`src/rtl/alu_cmd_sequencer_if.sv`:
```
// rtl/alu_cmd_sequencer_if.sv - command, ALU and result bundle for alu_cmd_sequencer
// slave = sequencer side, master = driver/ALU/consumer side.
interface alu_cmd_sequencer_if #(
  parameter int NB_size = 16,
  parameter int NB_OP   = 2,
  parameter int NB_CNT  = 8
) ();
  logic               i_cmd_valid;
  logic               o_cmd_ready;
  logic [NB_OP-1:0]   i_cmd_op;
  logic               i_cmd_chain;
  logic [NB_size-1:0] i_cmd_dataA;
  logic [NB_size-1:0] i_cmd_dataB;

  logic [NB_OP-1:0]   o_alu_sel;
  logic [NB_size-1:0] o_alu_dataA;
  logic [NB_size-1:0] o_alu_dataB;
  logic [NB_size-1:0] i_alu_dataC;
  logic               i_alu_addCarry;
  logic               i_alu_subCarry;

  logic               o_res_valid;
  logic               i_res_ready;
  logic [NB_size-1:0] o_res_data;
  logic               o_res_flag;

  logic               o_busy;
  logic [NB_CNT-1:0]  o_op_count;

  modport slave (
    input  i_cmd_valid, i_cmd_op, i_cmd_chain, i_cmd_dataA, i_cmd_dataB,
    input  i_alu_dataC, i_alu_addCarry, i_alu_subCarry, i_res_ready,
    output o_cmd_ready, o_alu_sel, o_alu_dataA, o_alu_dataB,
    output o_res_valid, o_res_data, o_res_flag, o_busy, o_op_count
  );

  modport master (
    output i_cmd_valid, i_cmd_op, i_cmd_chain, i_cmd_dataA, i_cmd_dataB,
    output i_alu_dataC, i_alu_addCarry, i_alu_subCarry, i_res_ready,
    input  o_cmd_ready, o_alu_sel, o_alu_dataA, o_alu_dataB,
    input  o_res_valid, o_res_data, o_res_flag, o_busy, o_op_count
  );
endinterface

```
`src/rtl/alu_cmd_sequencer.sv`:
```
// rtl/alu_cmd_sequencer.sv - command sequencer holding operands on a combinational ALU
// IDLE accepts a command, EXEC holds operands SETTLE cycles, DONE presents the result.
module alu_cmd_sequencer #(
  parameter int NB_size = 16,
  parameter int NB_OP   = 2,
  parameter int SETTLE  = 1,
  parameter int NB_CNT  = 8
) (
  input  logic                 i_clk,
  input  logic                 i_reset,
  alu_cmd_sequencer_if.slave   io
);
  localparam int NB_SET = (SETTLE > 1) ? $clog2(SETTLE) : 1;

  typedef enum logic [1:0] {
    IDLE = 2'd0,
    EXEC = 2'd1,
    DONE = 2'd2
  } state_t;

  state_t              r_state;
  logic [NB_SET-1:0]   r_settle;
  logic [NB_size-1:0]  r_acc;
  logic                w_take;
  logic                w_flag;

  assign w_take = io.i_cmd_valid & io.o_cmd_ready;

  // Overflow source follows the op latched on the ALU, not the live command.
  always_comb begin
    w_flag = 1'b0;
    if (io.o_alu_sel == NB_OP'(0))
      w_flag = io.i_alu_addCarry;
    else if (io.o_alu_sel == NB_OP'(1))
      w_flag = io.i_alu_subCarry;
  end

  always_ff @(posedge i_clk) begin
    if (i_reset) begin
      r_state        <= IDLE;
      r_settle       <= '0;
      r_acc          <= '0;
      io.o_cmd_ready <= 1'b1;
      io.o_alu_sel   <= '0;
      io.o_alu_dataA <= '0;
      io.o_alu_dataB <= '0;
      io.o_res_valid <= 1'b0;
      io.o_res_data  <= '0;
      io.o_res_flag  <= 1'b0;
      io.o_busy      <= 1'b0;
      io.o_op_count  <= '0;
    end else begin
      case (r_state)
        IDLE: begin
          if (w_take) begin
            io.o_alu_sel   <= io.i_cmd_op;
            io.o_alu_dataB <= io.i_cmd_dataB;
            io.o_alu_dataA <= io.i_cmd_chain ? r_acc : io.i_cmd_dataA;
            r_settle       <= NB_SET'(SETTLE - 1);
            io.o_cmd_ready <= 1'b0;
            io.o_busy      <= 1'b1;
            r_state        <= EXEC;
          end
        end
        EXEC: begin
          if (r_settle == '0) begin
            io.o_res_data  <= io.i_alu_dataC;
            r_acc          <= io.i_alu_dataC;
            io.o_res_flag  <= w_flag;
            io.o_res_valid <= 1'b1;
            r_state        <= DONE;
          end else begin
            r_settle <= r_settle - 1'b1;
          end
        end
        DONE: begin
          if (io.i_res_ready) begin
            io.o_op_count  <= io.o_op_count + 1'b1;
            io.o_res_valid <= 1'b0;
            io.o_cmd_ready <= 1'b1;
            io.o_busy      <= 1'b0;
            r_state        <= IDLE;
          end
        end
        default: begin
          r_state        <= IDLE;
          io.o_cmd_ready <= 1'b1;
          io.o_res_valid <= 1'b0;
          io.o_busy      <= 1'b0;
        end
      endcase
    end
  end
endmodule

```
`src/flat_wrapper.sv`:
```
// flat-port wrapper written by rule: the top's interface ports become plain ports
module alu_cmd_sequencer_flat 
#(
  parameter int NB_size = 16,
  parameter int NB_OP   = 2,
  parameter int SETTLE  = 1,
  parameter int NB_CNT  = 8
)
  (i_clk, i_reset, io_i_cmd_valid, io_i_cmd_op, io_i_cmd_chain, io_i_cmd_dataA, io_i_cmd_dataB, io_i_alu_dataC, io_i_alu_addCarry, io_i_alu_subCarry, io_i_res_ready, io_o_cmd_ready, io_o_alu_sel, io_o_alu_dataA, io_o_alu_dataB, io_o_res_valid, io_o_res_data, io_o_res_flag, io_o_busy, io_o_op_count);
  alu_cmd_sequencer_if #(.NB_size(NB_size), .NB_OP(NB_OP), .NB_CNT(NB_CNT)) io_i ();
  input  logic i_clk;
  input  logic i_reset;
  input wire logic [$bits(io_i.i_cmd_valid)-1:0] io_i_cmd_valid;
  input wire logic [$bits(io_i.i_cmd_op)-1:0] io_i_cmd_op;
  input wire logic [$bits(io_i.i_cmd_chain)-1:0] io_i_cmd_chain;
  input wire logic [$bits(io_i.i_cmd_dataA)-1:0] io_i_cmd_dataA;
  input wire logic [$bits(io_i.i_cmd_dataB)-1:0] io_i_cmd_dataB;
  input wire logic [$bits(io_i.i_alu_dataC)-1:0] io_i_alu_dataC;
  input wire logic [$bits(io_i.i_alu_addCarry)-1:0] io_i_alu_addCarry;
  input wire logic [$bits(io_i.i_alu_subCarry)-1:0] io_i_alu_subCarry;
  input wire logic [$bits(io_i.i_res_ready)-1:0] io_i_res_ready;
  output wire logic [$bits(io_i.o_cmd_ready)-1:0] io_o_cmd_ready;
  output wire logic [$bits(io_i.o_alu_sel)-1:0] io_o_alu_sel;
  output wire logic [$bits(io_i.o_alu_dataA)-1:0] io_o_alu_dataA;
  output wire logic [$bits(io_i.o_alu_dataB)-1:0] io_o_alu_dataB;
  output wire logic [$bits(io_i.o_res_valid)-1:0] io_o_res_valid;
  output wire logic [$bits(io_i.o_res_data)-1:0] io_o_res_data;
  output wire logic [$bits(io_i.o_res_flag)-1:0] io_o_res_flag;
  output wire logic [$bits(io_i.o_busy)-1:0] io_o_busy;
  output wire logic [$bits(io_i.o_op_count)-1:0] io_o_op_count;
  assign io_i.i_cmd_valid = io_i_cmd_valid;
  assign io_i.i_cmd_op = io_i_cmd_op;
  assign io_i.i_cmd_chain = io_i_cmd_chain;
  assign io_i.i_cmd_dataA = io_i_cmd_dataA;
  assign io_i.i_cmd_dataB = io_i_cmd_dataB;
  assign io_i.i_alu_dataC = io_i_alu_dataC;
  assign io_i.i_alu_addCarry = io_i_alu_addCarry;
  assign io_i.i_alu_subCarry = io_i_alu_subCarry;
  assign io_i.i_res_ready = io_i_res_ready;
  assign io_o_cmd_ready = io_i.o_cmd_ready;
  assign io_o_alu_sel = io_i.o_alu_sel;
  assign io_o_alu_dataA = io_i.o_alu_dataA;
  assign io_o_alu_dataB = io_i.o_alu_dataB;
  assign io_o_res_valid = io_i.o_res_valid;
  assign io_o_res_data = io_i.o_res_data;
  assign io_o_res_flag = io_i.o_res_flag;
  assign io_o_busy = io_i.o_busy;
  assign io_o_op_count = io_i.o_op_count;
  alu_cmd_sequencer #(.NB_size(NB_size), .NB_OP(NB_OP), .SETTLE(SETTLE), .NB_CNT(NB_CNT)) u_core (.i_clk(i_clk), .i_reset(i_reset), .io(io_i));
endmodule
```
`config.mk`:
```
export PLATFORM = sky130hd
export DESIGN_NAME = alu_cmd_sequencer_flat
export DESIGN_NICKNAME = d
export VERILOG_FILES = /design/src/rtl/alu_cmd_sequencer_if.sv /design/src/rtl/alu_cmd_sequencer.sv /design/src/flat_wrapper.sv
export SDC_FILE = /design/constraint.sdc
export NUM_CORES = 1
export LEC_CHECK = 0
export ABC_CLOCK_PERIOD_IN_PS = 3000
export BUFFER_PORTS_ARGS = -buffer_cell sky130_fd_sc_hd__clkbuf_2
export CAP_MARGIN = 10
export CORE_UTILIZATION = 49
export CTS_BUF_LIST = sky130_fd_sc_hd__clkbuf_16
export DETAILED_ROUTE_END_ITERATION = 16
export PLACE_DENSITY = 0.81
export SLEW_MARGIN = 20
export SYNTH_ARGS = -nofsm -noshare
export SYNTH_HDL_FRONTEND = slang
export SYNTH_SLANG_ARGS = --single-unit
```
`constraint.sdc`:
```
create_clock -name i_clk -period 3 [get_ports i_clk]
set_input_delay 0.15 -clock i_clk [delete_from_list [all_inputs] [get_ports i_clk]]
set_output_delay 0.15 -clock i_clk [all_outputs]
set_load 0.05 [all_outputs]
```
; ---- Word level (Yosys, flattened, before mapping)
; Cells that the tools add are included.
[word_totals]
reg_bits = 65
output_inout_bits = 62
[op_classes]
addsub = 2
n_mux = 17
n_reduce_logical = 10
bitwise = 4
eq_ne = 6
[ops]
columns = cell, count
row1 = 16-bit two-way mux, 1
row2 = 1-bit case mux with 3 select lines, 3
row3 = 3-bit AND reduction, 3
row4 = 8-bit by 1-bit adder with 8-bit output (second input constant), 1
row5 = 1-bit two-way mux, 8
row6 = 2-bit AND reduction, 4
row7 = 2-bit two-way mux, 3
row8 = 2-bit case mux with 3 select lines, 1
row9 = 2-bit by 1-bit == test with 1-bit output (second input constant), 2
row10 = 2-bit zero test, 2
row11 = 2-bit inequality test (second input constant), 2
row12 = 1-bit NOT, 3
row13 = 2-bit == test (second input constant), 1
row14 = 2-bit by 1-bit inequality test with 1-bit output (second input constant), 1
row15 = 1-bit case mux with 2 select lines, 1
row16 = 2-bit nonzero test, 1
row17 = 1-bit AND, 1
row18 = 1-bit subtractor (second input constant), 1

; ---- Depth between registers and ports, before layout
; Gate-level depths: netlist (run 1).
[depth]
word_depth = 3
mapped_depth = 6

; ---- Worst setup path before layout (run 1)
; OpenSTA, ideal clock, no wires.
[synth_path]
kind = reg2reg
startpoint = register u_core.io.o_op_count[0]
endpoint = register u_core.io.o_op_count[6]
setup_ps = 71
t_required_ps = 2929
n_path_buf = 0
path_stages_with_launch = 5
arrival_ps = 1537
setup_slack_ps = 1393
path_cell_list = dfxtp_1 -> ha_1 -> nand4b_1 -> or3_1 -> a21oi_1
[synth_via]
elab_chain_cells = 1
[synth_lines]
columns = element, line_no
row1 = start: declaration, alu_cmd_sequencer_if.sv:34  ; output o_res_valid, o_res_data, o_res_flag, o_busy, o_op_count
row2 = start signal: assignment, alu_cmd_sequencer.sv:78  ; io.o_op_count <= io.o_op_count + 1'b1;
row3 = 8-bit by 1-bit adder with 8-bit output, alu_cmd_sequencer.sv:78
; Every way passes these cells.
; A chain may end at the register's enable or synchronous reset.

; ---- Worst setup path after layout (run 1)
[layout_path]
startpoint = register u_core.r_state[1]
endpoint = register u_core.io.o_alu_dataA[9]
[layout_via]
elab_chain_cells = 2
[layout_lines]
columns = element, line_no
row1 = start: declaration, alu_cmd_sequencer.sv:21  ; state_t r_state;
row2 = start signal: assignment, alu_cmd_sequencer.sv:40  ; r_state <= IDLE;
row3 = start signal: assignment, alu_cmd_sequencer.sv:62  ; r_state <= EXEC;
row4 = start signal: assignment, alu_cmd_sequencer.sv:71  ; r_state <= DONE;
row5 = 2-bit zero test, alu_cmd_sequencer.sv:53  ; case (r_state)
row6 = 2-bit AND reduction (no line), -
row7 = end signal: assignment, alu_cmd_sequencer.sv:58  ; io.o_alu_dataA <= io.i_cmd_chain ? r_acc : io.i_cmd_dataA;
row8 = end: declaration, alu_cmd_sequencer_if.sv:33  ; output o_cmd_ready, o_alu_sel, o_alu_dataA, o_alu_dataB,
; Every way passes these cells.

==> impl_metrics.env, run 1 <==
export IMPL_leakage_nw=1.56
export IMPL_grt_max_degree=41
export IMPL_hold_path_class="in -> reg"
export IMPL_worst_slew_margin_rel=0.445
export IMPL_placement_io_buffers=118
export IMPL_cts_hold_buffers_added=0
export IMPL_fin_nets=457
export IMPL_rsz0062_at_grt="false"
export IMPL_die_w_um=73.3
export IMPL_regToRegSetupSlack_ps=1270
export IMPL_fp_dieH_um=73.3
export IMPL_fin_crit_ps=1730
export IMPL_synthTopCellsByArea="dfxtp_1 (51%), nand2_1 (11%), a21oi_1 (8.4%)"
export IMPL_power_density_nw_per_um2=702
export IMPL_fin_crit_sh=0.578
export IMPL_ys_seq_area_frac=0.514
export IMPL_die_footprint_um2=5380
export IMPL_critPathMaxFanout=25
export IMPL_drt_total_wl_mm=6.20
export IMPL_worst_hold_path_endpoint="u_core.io.o_alu_dataB[12]"
export IMPL_synth_flop_cell="dfxtp_1"
export IMPL_hold_path_depth=3
export IMPL_ios=119
export IMPL_post_cts_setup_buffers=0
export IMPL_r2r_end="u_core.io.o_alu_dataA[9]"
export IMPL_antenna_found_initial=0
export IMPL_startpoint_type="register"
export IMPL_grt_util_all_layers=0.240
export IMPL_vias_in_the_first_global_route=2212
export IMPL_drive_gt1_frac=0.342
export IMPL_yosys_reg_bits=64
export IMPL_yosys_warnings=0
export IMPL_yosys_area_top_type_share=0.514
export IMPL_insertion_delay_ps=320
export IMPL_library_cell_with_the_largest_summed_area_after_synthesis="dfxtp_1"
export IMPL_global_route_overflow_total=0
export IMPL_diodes=0
export IMPL_core_area_um2=4820
export IMPL_grt_pass1_wl_mm=9.58
export IMPL_timing_fmax_ghz=0.577
export IMPL_finalWeightedCongestion=0.772
export IMPL_drc_errors=0
export IMPL_cts_num_sinks=64
export IMPL_initial_util=0.518
export IMPL_route_antenna_remaining_nets=0
export IMPL_ys_types=30
export IMPL_worst_r2r_path_cells=4
export IMPL_result_of_the_run="completed"
export IMPL_crit_type="reg -> reg"
export IMPL_max_transition_viols_final=0
export IMPL_timing_setup_tns_ps=0
export IMPL_critPathArrivalTime_ps=1970
export IMPL_avgRoutedWirePerCell_um=13.2
export IMPL_max_clock_path_buffers=2
export IMPL_setup_viol_count_final=0
export IMPL_finalPower_mw=2.36
export IMPL_clkTransAtPathRegs_ps=50
export IMPL_synth_edf_count=0
export IMPL_critical_path_reg2reg_startpoint="u_core.r_state[1]"
export IMPL_syn_inst=289
export IMPL_place_hpwl_mm=4.32
export IMPL_detailed_place_area_um2=3080
export IMPL_clock_tree_root="clkbuf_16"
export IMPL_final_cell_area_um2=3360
export IMPL_syn2layout_area_growth_pct=34.8
export IMPL_max_slew_worst_pin_slew_ps=828
export IMPL_fin_worst_skew_ps=6.23
export IMPL_synthesis_area_um2=2490
export IMPL_cts_resized=0
export IMPL_yosysMostFrequentCell="nand2_1"
export IMPL_hold_violations=0
export IMPL_cts_tree="built"
export IMPL_site_rows=25
export IMPL_asr_flop_ratio_synth=0
export IMPL_cts_htree_levels=3
export IMPL_postSynthAreaPerCell_um2=8.63
export IMPL_drt_iter0_drc=79
export IMPL_synth_top_cells_by_count="nand2_1 (71), dfxtp_1 (64), a21oi_1 (42), nor2_1 (24), mux2i_1 (18)"
export IMPL_route_vias_total=2378
export IMPL_drt_pre_antenna_iters=4
export IMPL_drv_max_cap_violation_count=0
export IMPL_synth_fp_nets=347
export IMPL_cts_buffers=9
export IMPL_worst_ep_required_time_ps=3230
export IMPL_cp_capture_type="register"
export IMPL_timing_hold_worst_start="io_i_cmd_dataB[12]"
export IMPL_max_vdd_ir_drop_mv=0.514
export IMPL_routed_via_density=5.06
==> power by group <==
part	total, mW	switching, mW	internal [mW]
logic	0.442	0.323	0.120
clock network	0.971	0.344	0.626
registers	0.946	0.0374	0.909
==> layer usage <==
| metal | GRT usage | share of wire | vias up |
|---|---|---|---|
| met5 | 0 | 0 | - |
| met3 | 0.0823 | 0.051 | 13 |
| met1 | 0.261 | 0.41 | 1096 |
| met2 | 0.419 | 0.52 | 72 |
| li1 | - | - | 1197 |
| met4 | 0.113 | 0.019 | 0 |
==> stage by stage <==
step	std cells	util	hold WS (ps)	setup slack, ps
global placement	455	0.640	374	1340
global route	470	0.698	39.8	1070
detailed placement	455	0.640	379	1260
CTS	470	0.698	35.7	1250
finish	470	0.698	42.6	1270
floorplan	289	-	286	1390
==> flip-flops by register name, summed over array words and instances, names as in the netlist <==
| name | cells |
|---|---|
| u_core.io.o_alu_dataA | 16 |
| u_core.io.o_alu_dataB | 16 |
| u_core.io.o_alu_sel | 2 |
| u_core.io.o_busy | 1 |
| u_core.io.o_cmd_ready | 1 |
| u_core.io.o_op_count | 8 |
| u_core.io.o_res_data | 16 |
| u_core.io.o_res_flag | 1 |
| u_core.io.o_res_valid | 1 |
| u_core.r_state | 2 |
==> cell usage in the layout, fill, tap and decap left out, types with 4 or more instances in the layout <==
cell and count:
a211oi_1 16, mux2i_1 18, nor2_1 24, clkbuf_2 118
o21ai_0 4, nand2_1 71, inv_1 4, clkbuf_16 9
buf_4 4, a21oi_1 42, dfxtp_1 64
==> cell type report <==
class,instances,area [µm²]
Clock inverter,6,52.6
Multi-Input combinational cell,199,1090
Tap cell,67,83.8
Inverter,3,11.3
Timing Repair Buffer,122,621
Clock buffer,9,225
Fill cell,424,1460
Sequential cell,64,1280
==> critical path, cell delays in order (launching register included) <==
cell	delay [ps]
dfxtp_1	380
and4bb_2	680
buf_4	310
nor2_1	60
a211oi_1	210
==> cell families (layout without fill, tap and decap cells) <==
logic type      after synthesis  in the layout  share of synthesized area
compound gates               65             65                      0.151
xor+xnor                      2              2                    0.00703
fa+ha+maj                     1              1                    0.00502
buf+inv                      26            140                     0.0502
flops                        64             64                      0.514
mux                          19             19                     0.0768
simple gates                112            112                      0.197
==> worst max-delay path by stage <==
| stage | start | end | slack [ps] | cells past startpoint |
|---|---|---|---|---|
| floorplan | u_core.io.o_op_count[0] | u_core.io.o_op_count[6] | 1390 | 4 |
| global placement | u_core.r_state[1] | u_core.io.o_alu_dataA[6] | 1340 | 4 |
| detailed placement | u_core.r_state[0] | u_core.io.o_alu_dataA[9] | 1260 | 4 |
| CTS | u_core.r_state[0] | u_core.io.o_alu_dataA[15] | 1250 | 4 |
| global route | u_core.r_state[1] | u_core.io.o_alu_dataA[12] | 1070 | 4 |
| finish | u_core.r_state[1] | u_core.io.o_alu_dataA[9] | 1270 | 4 |
(Power assumes the default switching activity.)
==> run 2: changes to the inputs <==
ABC_CLOCK_PERIOD_IN_PS = 1590   (was 3000)
CORE_UTILIZATION = 41   (was 49)
PLACE_DENSITY = 0.72   (was 0.81)
clock period = 1.59 ns   (was 3 ns; I/O delays follow)
==> run 2 against run 1 <==
Compared with the run above:
- first-iteration DRC count decreased by 39%
- clock skew decreased by 3.0 ps
- combinational power increased by 110%
- power increased by 94%
- critical path type unchanged
- largest cell class unchanged
==> impl_metrics.env, run 2 (synthesized netlist as in run 1, its figures left out) <==
export IMPL_critPathMaxFanout=9
export IMPL_hold_violations=0
export IMPL_critPathTopFamily="flip-flops"
export IMPL_final_cells=514
export IMPL_finalPower_mw=4.58
export IMPL_startpoint_type="register"
export IMPL_vias_in_the_first_global_route=2369
export IMPL_crit_type="reg -> reg"
export IMPL_clock_tree_root="clkbuf_16"
export IMPL_drv_max_cap_violation_count=0
export IMPL_core_area_um2=5890
export IMPL_power_combinational_fraction=0.200
export IMPL_max_stage_delay_ps=490
export IMPL_critPathArrivalTime_ps=1660
export IMPL_drt_total_wl_mm=6.83
export IMPL_route_vias_total=2495
export IMPL_clkTransAtPathRegs_ps=50
export IMPL_final_core_util=0.636
export IMPL_final_common_cell="clkbuf_2"
export IMPL_syn2layout_area_growth_pct=50.0
export IMPL_power_density_nw_per_um2=1220
export IMPL_fin_crit_sh=0.917
export IMPL_worst_slew_margin_rel=0.628
export IMPL_ios=119
export IMPL_worst_path_max_delay_cell="dfxtp_1"
export IMPL_post_cts_setup_buffers=0
export IMPL_total_switching_power_mw=1.38
export IMPL_max_vdd_ir_drop_mv=0.747
export IMPL_leakage_nw=1.72
export IMPL_clock_power_share=0.411
export IMPL_switching_power_as_a_share_of_total_power=0.301
export IMPL_drt_iter0_drc=48
export IMPL_drive_gt1_frac=0.333
export IMPL_fin_worst_skew_ps=3.27
export IMPL_avgRoutedWirePerCell_um=13.3
export IMPL_die_footprint_um2=6400
export IMPL_worstPathBufferInverterCount=0
export IMPL_detailed_place_area_um2=3130
export IMPL_die_w_um=80.0
export IMPL_grt_util_all_layers=0.220
export IMPL_max_clock_path_buffers=2
export IMPL_routed_via_density=4.85
export IMPL_site_rows=28
export IMPL_finalWeightedCongestion=0.725
export IMPL_max_slew_worst_pin_slew_ps=558
export IMPL_fp_dieH_um=80.0
export IMPL_cts_buffers=9
export IMPL_cts_htree_levels=3
export IMPL_regToRegSetupSlack_ps=130
export IMPL_hold_path_class="in -> reg"
export IMPL_rsz0062_at_grt="false"
export IMPL_dp_cells=466
export IMPL_antenna_found_initial=0
export IMPL_reg_top3="u_core.io.o_alu_dataA: 16 flops, u_core.io.o_alu_dataB: 16 flops, u_core.io.o_res_data: 16 flops"
export IMPL_timing_setup_tns_ps=0
export IMPL_place_hpwl_mm=4.27
export IMPL_seq_power_share=0.389
export IMPL_worst_ep_required_time_ps=1790
export IMPL_setup_viol_count_final=0
export IMPL_route_antenna_remaining_nets=0
export IMPL_max_transition_viols_final=0
export IMPL_insertion_delay_ps=320
export IMPL_layout_common_cells="clkbuf_2 (118), nand2_1 (71), dfxtp_1 (61), a21oi_1 (42), dlygate4sd3_1 (32)"
export IMPL_result_of_the_run="completed"
export IMPL_grt_max_degree=52
export IMPL_timing_fmax_ghz=0.686
export IMPL_fin_crit_ps=1460
export IMPL_cts_tree="built"
export IMPL_final_cell_area_um2=3740
export IMPL_drc_errors=0
export IMPL_cell_internal_pwr_mw=3.20
export IMPL_diodes=0
export IMPL_fill_cells=533
export IMPL_cp_capture_type="register"
export IMPL_cts_num_sinks=64
export IMPL_fin_nets=492
export IMPL_initial_util=0.424
export IMPL_grt_pass1_wl_mm=10.7
export IMPL_placement_io_buffers=118
export IMPL_cts_hold_buffers_added=32
export IMPL_path_cells="nand3b_4 -> nor4_1 -> mux2_2"
export IMPL_drt_pre_antenna_iters=6
export IMPL_cts_resized=0
export IMPL_global_route_overflow_total=0
run 2: cell count changes in the layout (fill, tap and decap cells not counted):
| cell | previous run | this run |
|---|---|---|
| dlygate4sd3_1 | 0 | 32 |
| dfxtp_1 | 64 | 61 |
| dfxtp_2 | 0 | 3 |
| buf_4 | 4 | 6 |
| buf_12 | 0 | 1 |
| clkinv_2 | 3 | 4 |
| clkinv_4 | 0 | 1 |
| inv_1 | 4 | 3 |
run 2: per-stage QoR:
step | setup slack [ps] | hold WS (ps)
2_1_floorplan | 4.57 | 215
3_3_place_gp | 209 | 303
3_5_place_dp | 130 | 307
4_1_cts | 131 | 0.495
5_1_grt | 35.5 | 13.5
6_report | 132 | 11.3
run 2: power by group through the flow:
stage | combinational (mW) | clock [mW] | sequential, mW
after floorplan | 0.274 | 0 | 2.16
after global placement | 0.839 | 0 | 1.81
after detailed placement | 0.849 | 0 | 1.81
after CTS | 0.915 | 1.92 | 1.78
after global routing | 0.982 | 2.00 | 1.80
final | 0.916 | 1.88 | 1.78
run 2: routing by layer:
metal,vias to the layer above,GRT usage,wire length (µm)
met3,23,0.0594,320
li1,1279,-,-
met5,-,0,0
met4,0,0.120,278
met1,1112,0.247,2820
met2,81,0.377,3410
run 2: area by class of cell:
cell class	count	area (µm²)	area share
sequential	64	1280	0.343
multi-input combinational	199	1090	0.291
timing repair buffer	157	976	0.261
clock buffer	9	225	0.0602
tap	75	93.8	0.0251
clock inverter	7	62.6	0.0167
inverter	3	11.3	0.00301
run 2: final timing paths:
| check | startpoint | end | cells past startpoint |
|---|---|---|---|
| worst max-delay path | u_core.r_state[1] | u_core.io.o_op_count[7] | 3 |
| worst min-delay path | io_i_cmd_dataB[11] | u_core.io.o_alu_dataB[11] | 3 |
| worst max register to register | u_core.r_state[1] | u_core.io.o_op_count[7] | 3 |
| worst min register to register | u_core.io.o_alu_dataB[13] | u_core.io.o_alu_dataB[13] | 2 |
run 2: worst reg2reg max path, cell delays in order (launching register included):
cell and delay [ps]:
dfxtp_1 490, nand3b_4 150, nor4_1 330, mux2_2 370
==> run 3: changes to the inputs <==
CORE_MARGIN = 2   (was unset)
==> run 3 against run 2 <==
Compared with the run above:
- clock power rose by 34%
- largest cell class unchanged
- wire length fell by 1.2%
- clock skew rose by 3.0 ps
- sequential power barely moved
- critical path type unchanged
- via count rose by 2.4%
- first-iteration DRC count rose by 94%
- combinational power rose by 2%
- critical path depth did not move
==> impl_metrics.env, run 3 (synthesized netlist as in run 1, its figures left out) <==
export IMPL_fin_nets=495
export IMPL_rsz0062_at_grt="false"
export IMPL_drt_total_wl_mm=6.75
export IMPL_cts_num_sinks=64
export IMPL_global_routing_met3_resource_utilization=0.0615
export IMPL_worst_r2r_path_cells=3
export IMPL_globalRouteMet1Util=0.244
export IMPL_die_footprint_um2=6720
export IMPL_cp_capture_type="register"
export IMPL_whs_ps=84.0
export IMPL_grt_busiest_layer="met2"
export IMPL_worst_slew_margin_rel=0.631
export IMPL_drv_max_cap_violation_count=0
export IMPL_max_vdd_ir_drop_mv=0.839
export IMPL_cts_tree="built"
export IMPL_critical_path_reg2reg_startpoint="u_core.r_state[1]"
export IMPL_syn2layout_area_growth_pct=55.5
export IMPL_fin_crit_ps=1450
export IMPL_fp_dieH_um=82.0
export IMPL_hold_violations=0
export IMPL_critPathArrivalTime_ps=1660
export IMPL_route_antenna_remaining_nets=0
export IMPL_critPathMaxFanout=9
export IMPL_grt_max_degree=28
export IMPL_max_clock_path_buffers=2
export IMPL_ios=119
export IMPL_vias_in_the_first_global_route=2267
export IMPL_grt_util_all_layers=0.205
export IMPL_placement_io_buffers=118
export IMPL_total_switching_power_mw=1.38
export IMPL_timing_critical_path_from="u_core.r_state[1]"
export IMPL_cts_buffers=9
export IMPL_diodes=0
export IMPL_global_route_overflow_total=0
export IMPL_post_cts_setup_buffers=0
export IMPL_fill_cells=506
export IMPL_clock_power_share=0.482
export IMPL_regToRegSetupSlack_ps=140
export IMPL_hold_path_class="in -> reg"
export IMPL_fin_worst_skew_ps=6.28
export IMPL_finalPower_mw=5.23
export IMPL_route_vias_total=2554
export IMPL_leakage_nw=1.78
export IMPL_drc_errors=0
export IMPL_timing_hold_worst_start="io_i_cmd_dataA[7]"
export IMPL_startpoint_type="register"
export IMPL_max_transition_viols_final=0
export IMPL_cts_resized=0
export IMPL_cts_htree_levels=3
export IMPL_timing_setup_tns_ps=0
export IMPL_hold_path_depth=3
export IMPL_core_area_um2=5890
export IMPL_timing_fmax_ghz=0.689
export IMPL_place_hpwl_mm=4.36
export IMPL_site_rows=28
export IMPL_drive_gt1_frac=0.333
export IMPL_grt_pass1_wl_mm=10.4
export IMPL_seq_power_share=0.341
export IMPL_fin_crit_sh=0.913
export IMPL_power_density_nw_per_um2=1350
export IMPL_final_common_cell="clkbuf_2"
export IMPL_insertion_delay_ps=320
export IMPL_antenna_found_initial=0
export IMPL_drt_iter0_drc=93
export IMPL_clock_tree_root="clkbuf_16"
export IMPL_clkTransAtPathRegs_ps=50
export IMPL_result_of_the_run="completed"
export IMPL_initial_util=0.424
export IMPL_final_core_util=0.659
export IMPL_reg_top3="u_core.io.o_alu_dataA: 16 flops, u_core.io.o_alu_dataB: 16 flops, u_core.io.o_res_data: 16 flops"
export IMPL_avgRoutedWirePerCell_um=13.0
export IMPL_worst_ep_required_time_ps=1800
export IMPL_globalRouteMet2Util=0.341
export IMPL_setup_viol_count_final=0
export IMPL_finalWeightedCongestion=0.733
export IMPL_power_combinational_fraction=0.178
export IMPL_die_w_um=82.0
export IMPL_switching_power_as_a_share_of_total_power=0.263
export IMPL_routed_via_density=4.94
export IMPL_max_slew_worst_pin_slew_ps=553
export IMPL_layout_common_cells="clkbuf_2 (118), nand2_1 (71), dfxtp_1 (61), a21oi_1 (42), dlygate4sd3_1 (34)"
export IMPL_cell_internal_pwr_mw=3.86
export IMPL_crit_type="reg -> reg"
export IMPL_drt_pre_antenna_iters=4
## run 3: changes by cell type in the layout (fill, tap and decap cells not counted)
cell,delta
clkinv_1,-1
inv_1,+1
dlygate4sd3_1,+2
clkinv_2,-3
clkinv_4,-1
buf_12,+1
bufinv_16,+4
## run 3: worst paths after layout
check	to
max	u_core.io.o_op_count[7]
min	u_core.io.o_alu_dataA[7]
max reg2reg	u_core.io.o_op_count[7]
min reg2reg	u_core.io.o_res_flag
## run 3: power by group through the flow
stage | logic (mW) | clock network [mW] | registers, mW
after CTS | 0.933 | 2.57 | 1.78
after floorplan | 0.274 | 0 | 2.16
after detailed placement | 0.863 | 0 | 1.82
after global placement | 0.855 | 0 | 1.81
final | 0.930 | 2.52 | 1.78
after global routing | 0.999 | 2.66 | 1.79
## run 3: layout make-up
cell class / count / area, µm² / share of cell area
sequential: 64 / 1280 / 0.331
multi-input combinational: 199 / 1090 / 0.280
timing repair buffer: 160 / 1020 / 0.262
clock buffer: 9 / 225 / 0.0581
clock inverter: 7 / 159 / 0.0410
tap: 75 / 93.8 / 0.0242
inverter: 3 / 11.3 / 0.00290
## run 3: timing repair
action,CTS,global route
hold endpoints to repair,34,0
endpoints found under the setup margin,0,0
hold buffers,34,0
## run 3: per-layer routing
metal	routed length, µm	up-vias
li1	-	1277
met5	0	-
met4	145	0
met3	354	12
met1	2770	1179
met2	3480	86
## run 3: stage by stage
stage,cells,setup WS (ps),instance area (µm²)
2_1_floorplan,289,4.57,2500
3_3_place_gp,467,197,3150
3_5_place_dp,467,137,3150
4_1_cts,517,132,3880
5_1_grt,517,32.0,3880
6_report,517,139,3880
## run 3: worst max-delay path, stage by stage (launching register included)
cell and delay [ps]:
dfxtp_1 500, nand3b_4 150, nor4_1 320, mux2_2 370
